## src/rtl/phase_sync_pkg.sv

```systemverilog
// Shared definitions for the lockstep phase scheduler: marker codes, FSM states
// and the commit-stream marker decode (slti x0,x0,imm).
package phase_sync_pkg;

  localparam logic [3:0] VCTM_S  = 4'd0;
  localparam logic [3:0] VCTM_E  = 4'd1;
  localparam logic [3:0] TEXE_S  = 4'd2;
  localparam logic [3:0] TEXE_E  = 4'd3;
  localparam logic [3:0] CHK_S   = 4'd4;
  localparam logic [3:0] CHK_E   = 4'd5;
  localparam logic [3:0] LEAK_S  = 4'd6;
  localparam logic [3:0] LEAK_E  = 4'd7;
  localparam logic [3:0] INIT_S  = 4'd8;
  localparam logic [3:0] INIT_E  = 4'd9;
  localparam logic [3:0] BOOT_S  = 4'd10;
  localparam logic [3:0] BOOT_E  = 4'd11;
  localparam logic [3:0] TRAIN_S = 4'd12;
  localparam logic [3:0] TRAIN_E = 4'd13;

  typedef enum logic [1:0] {
    RUN      = 2'd0,
    WAIT_DUT = 2'd1,
    WAIT_VNT = 2'd2,
    ERR      = 2'd3
  } state_e;

  // Only slti x0,x0,imm with imm[3:0] in the defined code range is a marker.
  function automatic logic is_marker(input logic [31:0] inst);
    return (inst[31:24] == 8'h00) && (inst[19:0] == 20'h02013) && (inst[23:20] <= TRAIN_E);
  endfunction

endpackage

```

## src/rtl/phase_sync_ctrl_marker_dec.sv

```systemverilog
// Per-core marker decoder: picks the lowest-index marker lane in a commit
// bundle and flags any additional marker lanes.
module phase_marker_dec
  import phase_sync_pkg::*;
#(
  parameter int COMMIT_W = 2
) (
  input  logic [COMMIT_W-1:0]    cmt_valid,
  input  logic [32*COMMIT_W-1:0] cmt_inst,
  output logic                   hit,
  output logic [3:0]             code,
  output logic                   multi
);

  logic lane_hit;

  // Priority scan from lane 0 upward.
  always_comb begin
    hit      = 1'b0;
    code     = 4'd0;
    multi    = 1'b0;
    lane_hit = 1'b0;
    for (int i = 0; i < COMMIT_W; i++) begin
      lane_hit = cmt_valid[i] && is_marker(cmt_inst[32*i +: 32]);
      if (lane_hit && hit) begin
        multi = 1'b1;
      end else if (lane_hit) begin
        hit  = 1'b1;
        code = cmt_inst[32*i+20 +: 4];
      end else begin
        multi = multi;
      end
    end
  end

endmodule

```

## src/rtl/phase_sync_ctrl.sv

```systemverilog
// Lockstep phase scheduler between the DUT and variant commit streams: stalls the
// leading core at each marker, flags divergence/timeouts and logs marker events.
module phase_sync_ctrl
  import phase_sync_pkg::*;
#(
  parameter int COMMIT_W = 2,
  parameter int TIMEOUT  = 4096,
  parameter int CNT_W    = 16
) (
  input  logic                   clock,
  input  logic                   reset,
  input  logic                   sync_en,
  input  logic [COMMIT_W-1:0]    dut_cmt_valid,
  input  logic [32*COMMIT_W-1:0] dut_cmt_inst,
  input  logic [COMMIT_W-1:0]    vnt_cmt_valid,
  input  logic [32*COMMIT_W-1:0] vnt_cmt_inst,
  output logic                   dut_stall,
  output logic                   vnt_stall,
  output logic                   evt_valid,
  output logic [3:0]             evt_code,
  output logic                   evt_is_dut,
  output logic [CNT_W-1:0]       evt_id,
  output logic [3:0]             phase_cur,
  output logic [CNT_W-1:0]       phase_cycles,
  output logic                   err_diverge,
  output logic                   err_timeout,
  output logic                   err_multi
);

  localparam int WAIT_W = (TIMEOUT > 2) ? $clog2(TIMEOUT) : 1;

  logic       dut_hit, vnt_hit, dut_multi, vnt_multi;
  logic [3:0] dut_code, vnt_code;

  phase_marker_dec #(.COMMIT_W(COMMIT_W)) u_dut_dec (
    .cmt_valid (dut_cmt_valid),
    .cmt_inst  (dut_cmt_inst),
    .hit       (dut_hit),
    .code      (dut_code),
    .multi     (dut_multi)
  );

  phase_marker_dec #(.COMMIT_W(COMMIT_W)) u_vnt_dec (
    .cmt_valid (vnt_cmt_valid),
    .cmt_inst  (vnt_cmt_inst),
    .hit       (vnt_hit),
    .code      (vnt_code),
    .multi     (vnt_multi)
  );

  state_e             state_q, state_d;
  logic [3:0]         wait_code_q, wait_code_d;
  logic [WAIT_W-1:0]  wait_cnt_q, wait_cnt_d;
  logic               dut_stall_q, dut_stall_d, vnt_stall_q, vnt_stall_d;
  logic               evt_valid_q, evt_valid_d, evt_is_dut_q, evt_is_dut_d;
  logic [3:0]         evt_code_q, evt_code_d;
  logic [CNT_W-1:0]   evt_id_q, evt_id_d;
  logic               skid_valid_q, skid_valid_d, skid_is_dut_q, skid_is_dut_d;
  logic [3:0]         skid_code_q, skid_code_d;
  logic [CNT_W-1:0]   skid_id_q, skid_id_d;
  logic [CNT_W-1:0]   dut_cnt_q, dut_cnt_d, vnt_cnt_q, vnt_cnt_d;
  logic [3:0]         phase_cur_q, phase_cur_d;
  logic [CNT_W-1:0]   phase_cycles_q, phase_cycles_d;
  logic               err_diverge_q, err_diverge_d, err_timeout_q, err_timeout_d;
  logic               err_multi_q, err_multi_d;
  logic               agree;

  // Event path: the skid entry is oldest, then DUT, then variant; one event leaves
  // per cycle, at most one waits in the skid and anything beyond that is dropped.
  always_comb begin
    evt_valid_d   = 1'b0;
    evt_code_d    = 4'd0;
    evt_is_dut_d  = 1'b0;
    evt_id_d      = '0;
    skid_valid_d  = 1'b0;
    skid_code_d   = skid_code_q;
    skid_is_dut_d = skid_is_dut_q;
    skid_id_d     = skid_id_q;
    if (skid_valid_q) begin
      evt_valid_d  = 1'b1;
      evt_code_d   = skid_code_q;
      evt_is_dut_d = skid_is_dut_q;
      evt_id_d     = skid_id_q;
      if (dut_hit) begin
        skid_valid_d  = 1'b1;
        skid_code_d   = dut_code;
        skid_is_dut_d = 1'b1;
        skid_id_d     = dut_cnt_q;
      end else if (vnt_hit) begin
        skid_valid_d  = 1'b1;
        skid_code_d   = vnt_code;
        skid_is_dut_d = 1'b0;
        skid_id_d     = vnt_cnt_q;
      end else begin
        skid_valid_d = 1'b0;
      end
    end else if (dut_hit) begin
      evt_valid_d  = 1'b1;
      evt_code_d   = dut_code;
      evt_is_dut_d = 1'b1;
      evt_id_d     = dut_cnt_q;
      if (vnt_hit) begin
        skid_valid_d  = 1'b1;
        skid_code_d   = vnt_code;
        skid_is_dut_d = 1'b0;
        skid_id_d     = vnt_cnt_q;
      end else begin
        skid_valid_d = 1'b0;
      end
    end else if (vnt_hit) begin
      evt_valid_d  = 1'b1;
      evt_code_d   = vnt_code;
      evt_is_dut_d = 1'b0;
      evt_id_d     = vnt_cnt_q;
    end else begin
      evt_valid_d = 1'b0;
    end
    dut_cnt_d   = dut_hit ? dut_cnt_q + CNT_W'(1'b1) : dut_cnt_q;
    vnt_cnt_d   = vnt_hit ? vnt_cnt_q + CNT_W'(1'b1) : vnt_cnt_q;
    err_multi_d = err_multi_q | dut_multi | vnt_multi;
  end

  // Lockstep FSM; stalls are derived from the next state so they are registered.
  always_comb begin
    state_d       = state_q;
    wait_code_d   = wait_code_q;
    wait_cnt_d    = wait_cnt_q;
    phase_cur_d   = phase_cur_q;
    err_diverge_d = err_diverge_q;
    err_timeout_d = err_timeout_q;
    agree         = 1'b0;
    if (!sync_en) begin
      state_d = (state_q == ERR) ? ERR : RUN;
    end else begin
      case (state_q)
        RUN: begin
          if (dut_hit && vnt_hit) begin
            if (dut_code == vnt_code) begin
              agree       = 1'b1;
              phase_cur_d = dut_code;
            end else begin
              state_d       = ERR;
              err_diverge_d = 1'b1;
            end
          end else if (dut_hit) begin
            state_d     = WAIT_VNT;
            wait_code_d = dut_code;
            wait_cnt_d  = '0;
          end else if (vnt_hit) begin
            state_d     = WAIT_DUT;
            wait_code_d = vnt_code;
            wait_cnt_d  = '0;
          end else begin
            state_d = RUN;
          end
        end
        WAIT_VNT: begin
          // A further DUT marker means the stall was not honoured.
          if (dut_hit || (vnt_hit && (vnt_code != wait_code_q))) begin
            state_d       = ERR;
            err_diverge_d = 1'b1;
          end else if (vnt_hit) begin
            state_d     = RUN;
            agree       = 1'b1;
            phase_cur_d = wait_code_q;
          end else if (wait_cnt_q == WAIT_W'(TIMEOUT - 1)) begin
            state_d       = ERR;
            err_timeout_d = 1'b1;
          end else begin
            wait_cnt_d = wait_cnt_q + WAIT_W'(1'b1);
          end
        end
        WAIT_DUT: begin
          if (vnt_hit || (dut_hit && (dut_code != wait_code_q))) begin
            state_d       = ERR;
            err_diverge_d = 1'b1;
          end else if (dut_hit) begin
            state_d     = RUN;
            agree       = 1'b1;
            phase_cur_d = wait_code_q;
          end else if (wait_cnt_q == WAIT_W'(TIMEOUT - 1)) begin
            state_d       = ERR;
            err_timeout_d = 1'b1;
          end else begin
            wait_cnt_d = wait_cnt_q + WAIT_W'(1'b1);
          end
        end
        ERR:     state_d = ERR;
        default: state_d = ERR;
      endcase
    end
    dut_stall_d = (state_d == WAIT_VNT);
    vnt_stall_d = (state_d == WAIT_DUT);
    if (agree) begin
      phase_cycles_d = '0;
    end else if (phase_cycles_q == {CNT_W{1'b1}}) begin
      phase_cycles_d = phase_cycles_q;
    end else begin
      phase_cycles_d = phase_cycles_q + CNT_W'(1'b1);
    end
  end

  // State and output registers with synchronous active-low reset.
  always_ff @(posedge clock) begin
    if (!reset) begin
      state_q        <= RUN;
      wait_code_q    <= 4'd0;
      wait_cnt_q     <= '0;
      dut_stall_q    <= 1'b0;
      vnt_stall_q    <= 1'b0;
      evt_valid_q    <= 1'b0;
      evt_code_q     <= 4'd0;
      evt_is_dut_q   <= 1'b0;
      evt_id_q       <= '0;
      skid_valid_q   <= 1'b0;
      skid_code_q    <= 4'd0;
      skid_is_dut_q  <= 1'b0;
      skid_id_q      <= '0;
      dut_cnt_q      <= '0;
      vnt_cnt_q      <= '0;
      phase_cur_q    <= 4'd0;
      phase_cycles_q <= '0;
      err_diverge_q  <= 1'b0;
      err_timeout_q  <= 1'b0;
      err_multi_q    <= 1'b0;
    end else begin
      state_q        <= state_d;
      wait_code_q    <= wait_code_d;
      wait_cnt_q     <= wait_cnt_d;
      dut_stall_q    <= dut_stall_d;
      vnt_stall_q    <= vnt_stall_d;
      evt_valid_q    <= evt_valid_d;
      evt_code_q     <= evt_code_d;
      evt_is_dut_q   <= evt_is_dut_d;
      evt_id_q       <= evt_id_d;
      skid_valid_q   <= skid_valid_d;
      skid_code_q    <= skid_code_d;
      skid_is_dut_q  <= skid_is_dut_d;
      skid_id_q      <= skid_id_d;
      dut_cnt_q      <= dut_cnt_d;
      vnt_cnt_q      <= vnt_cnt_d;
      phase_cur_q    <= phase_cur_d;
      phase_cycles_q <= phase_cycles_d;
      err_diverge_q  <= err_diverge_d;
      err_timeout_q  <= err_timeout_d;
      err_multi_q    <= err_multi_d;
    end
  end

  assign dut_stall    = dut_stall_q;
  assign vnt_stall    = vnt_stall_q;
  assign evt_valid    = evt_valid_q;
  assign evt_code     = evt_code_q;
  assign evt_is_dut   = evt_is_dut_q;
  assign evt_id       = evt_id_q;
  assign phase_cur    = phase_cur_q;
  assign phase_cycles = phase_cycles_q;
  assign err_diverge  = err_diverge_q;
  assign err_timeout  = err_timeout_q;
  assign err_multi    = err_multi_q;

endmodule

```

## config.mk

```make
export PLATFORM = sky130hd
export DESIGN_NAME = phase_sync_ctrl
export DESIGN_NICKNAME = d
export VERILOG_FILES = /design/src/rtl/phase_sync_pkg.sv /design/src/rtl/phase_sync_ctrl_marker_dec.sv /design/src/rtl/phase_sync_ctrl.sv
export SDC_FILE = /design/constraint.sdc
export NUM_CORES = 1
export LEC_CHECK = 0
export CORE_MARGIN = 3
export CORE_UTILIZATION = 65
export DETAILED_ROUTE_END_ITERATION = 16
export DONT_BUFFER_PORTS = 1
export HOLD_SLACK_MARGIN = 0.1
export PLACE_DENSITY = 0.79
export REMOVE_ABC_BUFFERS = 1
export SYNTH_ARGS = -nofsm -noshare
export SYNTH_HDL_FRONTEND = slang
export SYNTH_SLANG_ARGS = --single-unit
```

## constraint.sdc

```tcl
create_clock -name clock -period 5.4 [get_ports clock]
set_input_delay 0.81 -clock clock [delete_from_list [all_inputs] [get_ports clock]]
set_output_delay 0.81 -clock clock [all_outputs]
set_load 0.01 [all_outputs]
```

Word-level counts from Yosys, hierarchy flattened
Index checks and enable logic that the tools add are counted.
Widths: inputs -> output; s select.

cells by class
  order comparisons = 4
  $add $sub $neg = 4
  bitwise logic cells = 4
  muxes and demuxes = 86
  reduce and logical (&&, ||, !) cells = 34
  eq/ne operators = 27

operators by type and width
  operator               count
  $mux 16                7
  $mux 12                8
  $mux 4                 21
  $eq 20x14->1 const B   4
  $add 16x1->16 const B  3
  $pmux 12 s3            1
  $mux 1                 34
  $logic_not 8->1        4
  $ne 2x2->1 const B     12
  $mux 2                 10
  $logic_and 1x1->1      17
  $eq 16x16->1 const B   1
  $le 4x4->1 const B     4
  $reduce_and 8->1       2
  $add 12x1->12 const B  1
  $eq 12x12->1 const B   1
  $pmux 4 s3             1
  $reduce_and 6->1       2
  $ne 4x4->1             2
  $pmux 2 s4             1
  $eq 2x2->1 const B     3
  $pmux 1 s3             2
  $reduce_bool 2->1      3
  $eq 2x1->1 const B     2
  10 further kinds       13

storage, ports and cells
  word-level logic and storage cells = 179
  register bits after elaboration = 119
  output and inout bits = 47

Logic depth before layout (Yosys ltp)
  depth after elaboration = 14
  mapped depth = 12
  depth with buffers taken out = 10

By module
From an unflattened synthesis, not the netlist that was laid out.

unflattened totals
  cells, all modules = 799
  area total of the unflattened synthesis = 6,596.3 sq um

modules (own cells, without submodules)
  module            instances  sequential area each (sq um)  cells an instance  area an instance (sq um)
  phase_sync_ctrl   1          2,382.3                       723                6,030.8
  phase_marker_dec  2          0.0                           38                 282.8

Least setup slack after synthesis
Ideal clock, no wire load.

  kind = in2reg
  start point = input vnt_cmt_inst[38]
  end point = register state_q[0]
  arrival time = 3.418 ns
  library setup time = 0.115 ns
  setup slack = 1.867 ns
  buffers on the path = 0
  required time = 5.285 ns
  cell stages on the path = 9
  cells stage by stage = nor4b_1 > nand3_1 > nor3_1 > a31oi_1 > xnor2_1 > nor4_4 > o221ai_2 > or4_4 > and3_1

on the way
  word-level cells in the longest chain between the ends = 12

RTL lines
  what                                         RTL line                                                            RTL
  from (decl)                                  phase_sync_ctrl.sv:16                                               input logic [32*COMMIT_W-1:0] vnt_cmt_inst,
  $eq 20x14->1 (*)                             phase_sync_pkg.sv:29                                                return (inst[31:24] == 8'h00) && (inst[19:0] == 20'h02013) && (inst[23:20] <= TRAIN_E);
  $logic_and 1x1->1 (*) (2 in series)          phase_sync_pkg.sv:29
  $logic_and 1x1->1 (*)                        phase_sync_ctrl_marker_dec.sv:24                                    lane_hit = cmt_valid[i] && is_marker(cmt_inst[32*i +: 32]);
  $mux 4 or $logic_and 1x1->1 (tied branches)  phase_sync_ctrl_marker_dec.sv:27, phase_sync_ctrl_marker_dec.sv:25
  $mux 4                                       phase_sync_ctrl_marker_dec.sv:25                                    if (lane_hit && hit) begin
  $ne 4x4->1                                   phase_sync_ctrl.sv:159                                              if (dut_hit || (vnt_hit && (vnt_code != wait_code_q))) begin
  $logic_and 1x1->1                            phase_sync_ctrl.sv:159
  $logic_or 1x1->1                             phase_sync_ctrl.sv:159
  $mux 2                                       phase_sync_ctrl.sv:159
  $pmux 2 s4 (*)                               phase_sync_ctrl.sv:135                                              case (state_q)
  $mux 2 (*)                                   phase_sync_ctrl.sv:132                                              if (!sync_en) begin
  to (signal assigned)                         phase_sync_ctrl.sv:227                                              state_q <= state_d;
  to (decl)                                    phase_sync_ctrl.sv:51                                               state_e state_q, state_d;

Every way passes the cells marked *; elsewhere a longest branch is shown, timed or not.
A chain may end at the register's enable or synchronous reset.

Worst setup path after layout
  start point = input vnt_cmt_inst[25]
  end point = register phase_cycles_q[0], in the netlist phase_cycles[0]

on the way
  word-level cells in the longest chain between the ends = 14

RTL lines
  what                                         RTL line                                                            RTL
  $logic_not 8->1 (*)                          phase_sync_pkg.sv:29
  $logic_and 1x1->1 (*) (2 in series)          phase_sync_pkg.sv:29
  $logic_and 1x1->1 (*)                        phase_sync_ctrl_marker_dec.sv:24
  $mux 4 or $mux 1 (tied branches)             phase_sync_ctrl_marker_dec.sv:27                                    end else if (lane_hit) begin
  $mux 4 or $logic_and 1x1->1 (tied branches)  phase_sync_ctrl_marker_dec.sv:27, phase_sync_ctrl_marker_dec.sv:25
  $mux 4                                       phase_sync_ctrl_marker_dec.sv:25
  $ne 4x4->1                                   phase_sync_ctrl.sv:159
  $logic_and 1x1->1                            phase_sync_ctrl.sv:159
  $logic_or 1x1->1                             phase_sync_ctrl.sv:159
  $mux 1                                       phase_sync_ctrl.sv:159
  $pmux 1 s3 (*)                               phase_sync_ctrl.sv:135
  $mux 1 (*)                                   phase_sync_ctrl.sv:132
  $reduce_or 2->1 (no line) (*)                n/a
  to (signal assigned)                         phase_sync_ctrl.sv:243                                              phase_cycles_q <= phase_cycles_d;
  to (decl)                                    phase_sync_ctrl.sv:63                                               logic [CNT_W-1:0] phase_cycles_q, phase_cycles_d;

Marks and branches as above.

==> impl_results.md <==
* Remaining antenna violation count at 0
* Vias per cell at 6.77
* Share of cells above drive strength 1 at 0.0843
* Placed wire-length estimate at 13100 um
* DRT iter0 DRCs at 510
* Core box area at 9460 um2
* Met1 GRT Util at 0.377
* Worst min path class: primary input to flop
* H-tree levels at 4
* Max VDD drop at 0.210 mV
* Die area at 11200 um2
* Hold_buf cts at 0
* Worst-skew pair later-pin latency at 0.52 ns
* EDFF count, synth at 0
* Cells after Synth at 771
* Avg Cell Area, Syn at 8.37 um2
* Overall power at 2150 uW
* Gr usage total at 0.338
* Reg clk slew, reported paths at 0.06 ns
* CTS Buf Count at 17
* FF-to-FF path depth at 9
* R2R Setup Slk at 2.64 ns
* Yosys warns at 0
* Crit share post-route at 0.672
* Synth-to-layout area growth at 10.4%
* Most frequent cells in the layout: 119 x dfxtp_1, 101 x nor2_1, 44 x nand2_1
* DR DRC count at 0
* Seq/Total Area, Yosys at 0.369
* Largest net degree at the start of global routing at 87
* Synth Flop Type: dfxtp_1
* Grt peak-use layer: met2
* Hold path start: reset
* Seq cells post-synth at 119
* Final Max Slew Viols at 0
* Crit path DAT at 3.99 ns
* Fillers at 700
* Ys async rst share at 0
* Most common cell after layout, fill and taps aside: dfxtp_1
* Grt met3 use at 0.0857
* Number of global-route vias before repair at 6061
* RePlAce Congestion at 0.956
* First-pass GRT wire length at 30200 um
* CTS tree: yes
* Setup violators final at 0
* CTS root buffer: clkbuf_8
* Die width at 106 um
* Sink Count at 119
* Die Span Y at 106 um
* Outcome: finished, final reports clean
* Final worst slack at 1.77 ns
* Post-CTS setup buffer count at 0
* Gr ovfl total at 0
* Worst Path Required at 5.77 ns
* Yosys cell types at 59
* Drt pass-1 iters at 6
* Drt wl/cell at 20.9 um
* Reg-to-Reg Start: wait_cnt_q[0]$_SDFFE_PN0P_
* Std-Cell Rows at 35
* IO buf count at 0
* Initial Util at 0.682
* Setup crit end: phase_cycles[0]$_SDFFE_PP0P_
* Max-cap viol count at 0
* CP startpoint kind: primary input
* Worst setup path start: vnt_cmt_inst[25]
* Number of I/O pins at 182
* Max FO, Critical Path at 16
* Power per cell area at 302 nW/um2
* Static leakage at 0.00260 uW
* Fmax at 276 MHz
* Antenna cell count at 0
* Final Util at 0.754
* Detailed Route WL at 18800 um
* RSZ-0062 raised after global routing: no
* Final Skew at 0.00792 ns
* Synthesized area at 6450 um2
* Critical path class: primary input to flop
* Placement Setup Slack at 1.27 ns
* Worst slew pin tran at 0.875 ns
* Setup_tns at 0 ns
* Area occupied by multi-input gates at 3840 um2
* Post-cts repair resize count at 0
* Crit end category: flop
* Via count at 6097
* R2r endpoint: wait_cnt_q[9]$_SDFFE_PN0P_
* Rel. slew slack at 0.417
* Final #Nets at 905
* Hold Fails Final Rpt at 0
* Sequential Area at 2380 um2
* Deepest clock path buffer count at 2
* Met2 Use GR at 0.592
* Crit path time final at 3.63 ns
* Initial antenna violation count at 0
cells by family after synthesis:
family,count (synthesis),share of synthesized area
AO/OA/AOI/OAI,153,0.160
XOR/XNOR,50,0.0678
adder cells (fa/ha/maj),12,0.0233
buffers and inverters,59,0.0359
flip-flops,119,0.369
multiplexers,25,0.0388
AND/OR/NAND/NOR,353,0.305
final cells by class:
cell class / count / area share
sequential: 119 / 0.334
timing repair buffer: 5 / 0.00527
inverter: 22 / 0.0116
tap: 129 / 0.0226
clock buffer: 22 / 0.0677
multi-input combinational: 593 / 0.539
clock inverter: 10 / 0.0198
sequential cells by signal (all words and copies together) (netlist names):
name,flops
evt_is_dut,1
err_diverge,1
skid_valid_q,1
skid_is_dut_q,1
vnt_cnt_q,16
err_timeout,1
wait_cnt_q,12
wait_code_q,4
evt_valid,1
phase_cur,4
evt_id,16
evt_code,4
dut_cnt_q,16
skid_id_q,16
err_multi,1
vnt_stall,1
state_q,2
dut_stall,1
skid_code_q,4
phase_cycles,16
report_power, final:
group	internal, uW	switching [uW]
clock	766	413
combinational	29.4	50.6
sequential	884	8.24
metal layers:
metal	routed length (um)	share of wire	vias to the layer above
li1	-	-	2826
met1	6980	0.37	2879
met2	9430	0.50	337
met3	1530	0.081	55
met4	880	0.047	0
met5	0	0	-
synthesized netlist by cell type, drive strengths merged, types with 23 or more instances:
cell | count | area [um2]
nor3 | 44 | 236
nor2 | 101 | 379
dfxtp | 119 | 2380
o21ai | 38 | 190
nand4 | 23 | 150
xor2 | 30 | 263
nand2 | 44 | 165
mux2i | 25 | 250
nor4b | 26 | 261
nand3 | 25 | 125
clkbuf | 33 | 124
a21oi | 38 | 190
nor4 | 31 | 249
per-stage QoR:
stage	cells	hold slack (ns)	area (um2)
final	900	0.415	7130
after global routing	900	0.403	7130
after CTS	900	0.406	7130
after detailed placement	868	0.442	6500
after global placement	868	0.443	6500
after floorplan	734	0.427	6310
worst min-delay path by stage:
stage / cells after the start / end / slack, ns
floorplan: 1 / skid_id_q[10]$_SDFFE_PN0P_ / 0.43
global placement: 1 / skid_id_q[11]$_SDFFE_PN0P_ / 0.44
detailed placement: 1 / skid_id_q[10]$_SDFFE_PN0P_ / 0.44
CTS: 1 / skid_valid_q$_SDFF_PN0_ / 0.41
global route: 1 / skid_valid_q$_SDFF_PN0_ / 0.40
finish: 1 / skid_valid_q$_SDFF_PN0_ / 0.42
critical path, stage by stage:
cell,delay [ns]
nor4b_1,0.29
nand4_1,0.41
or3_1,0.57
a41oi_1,0.27
xor2_1,0.11
nor4_2,0.62
nand3_1,0.18
a31oi_2,0.61
nor3_1,0.13
(Power assumes the default switching activity.)
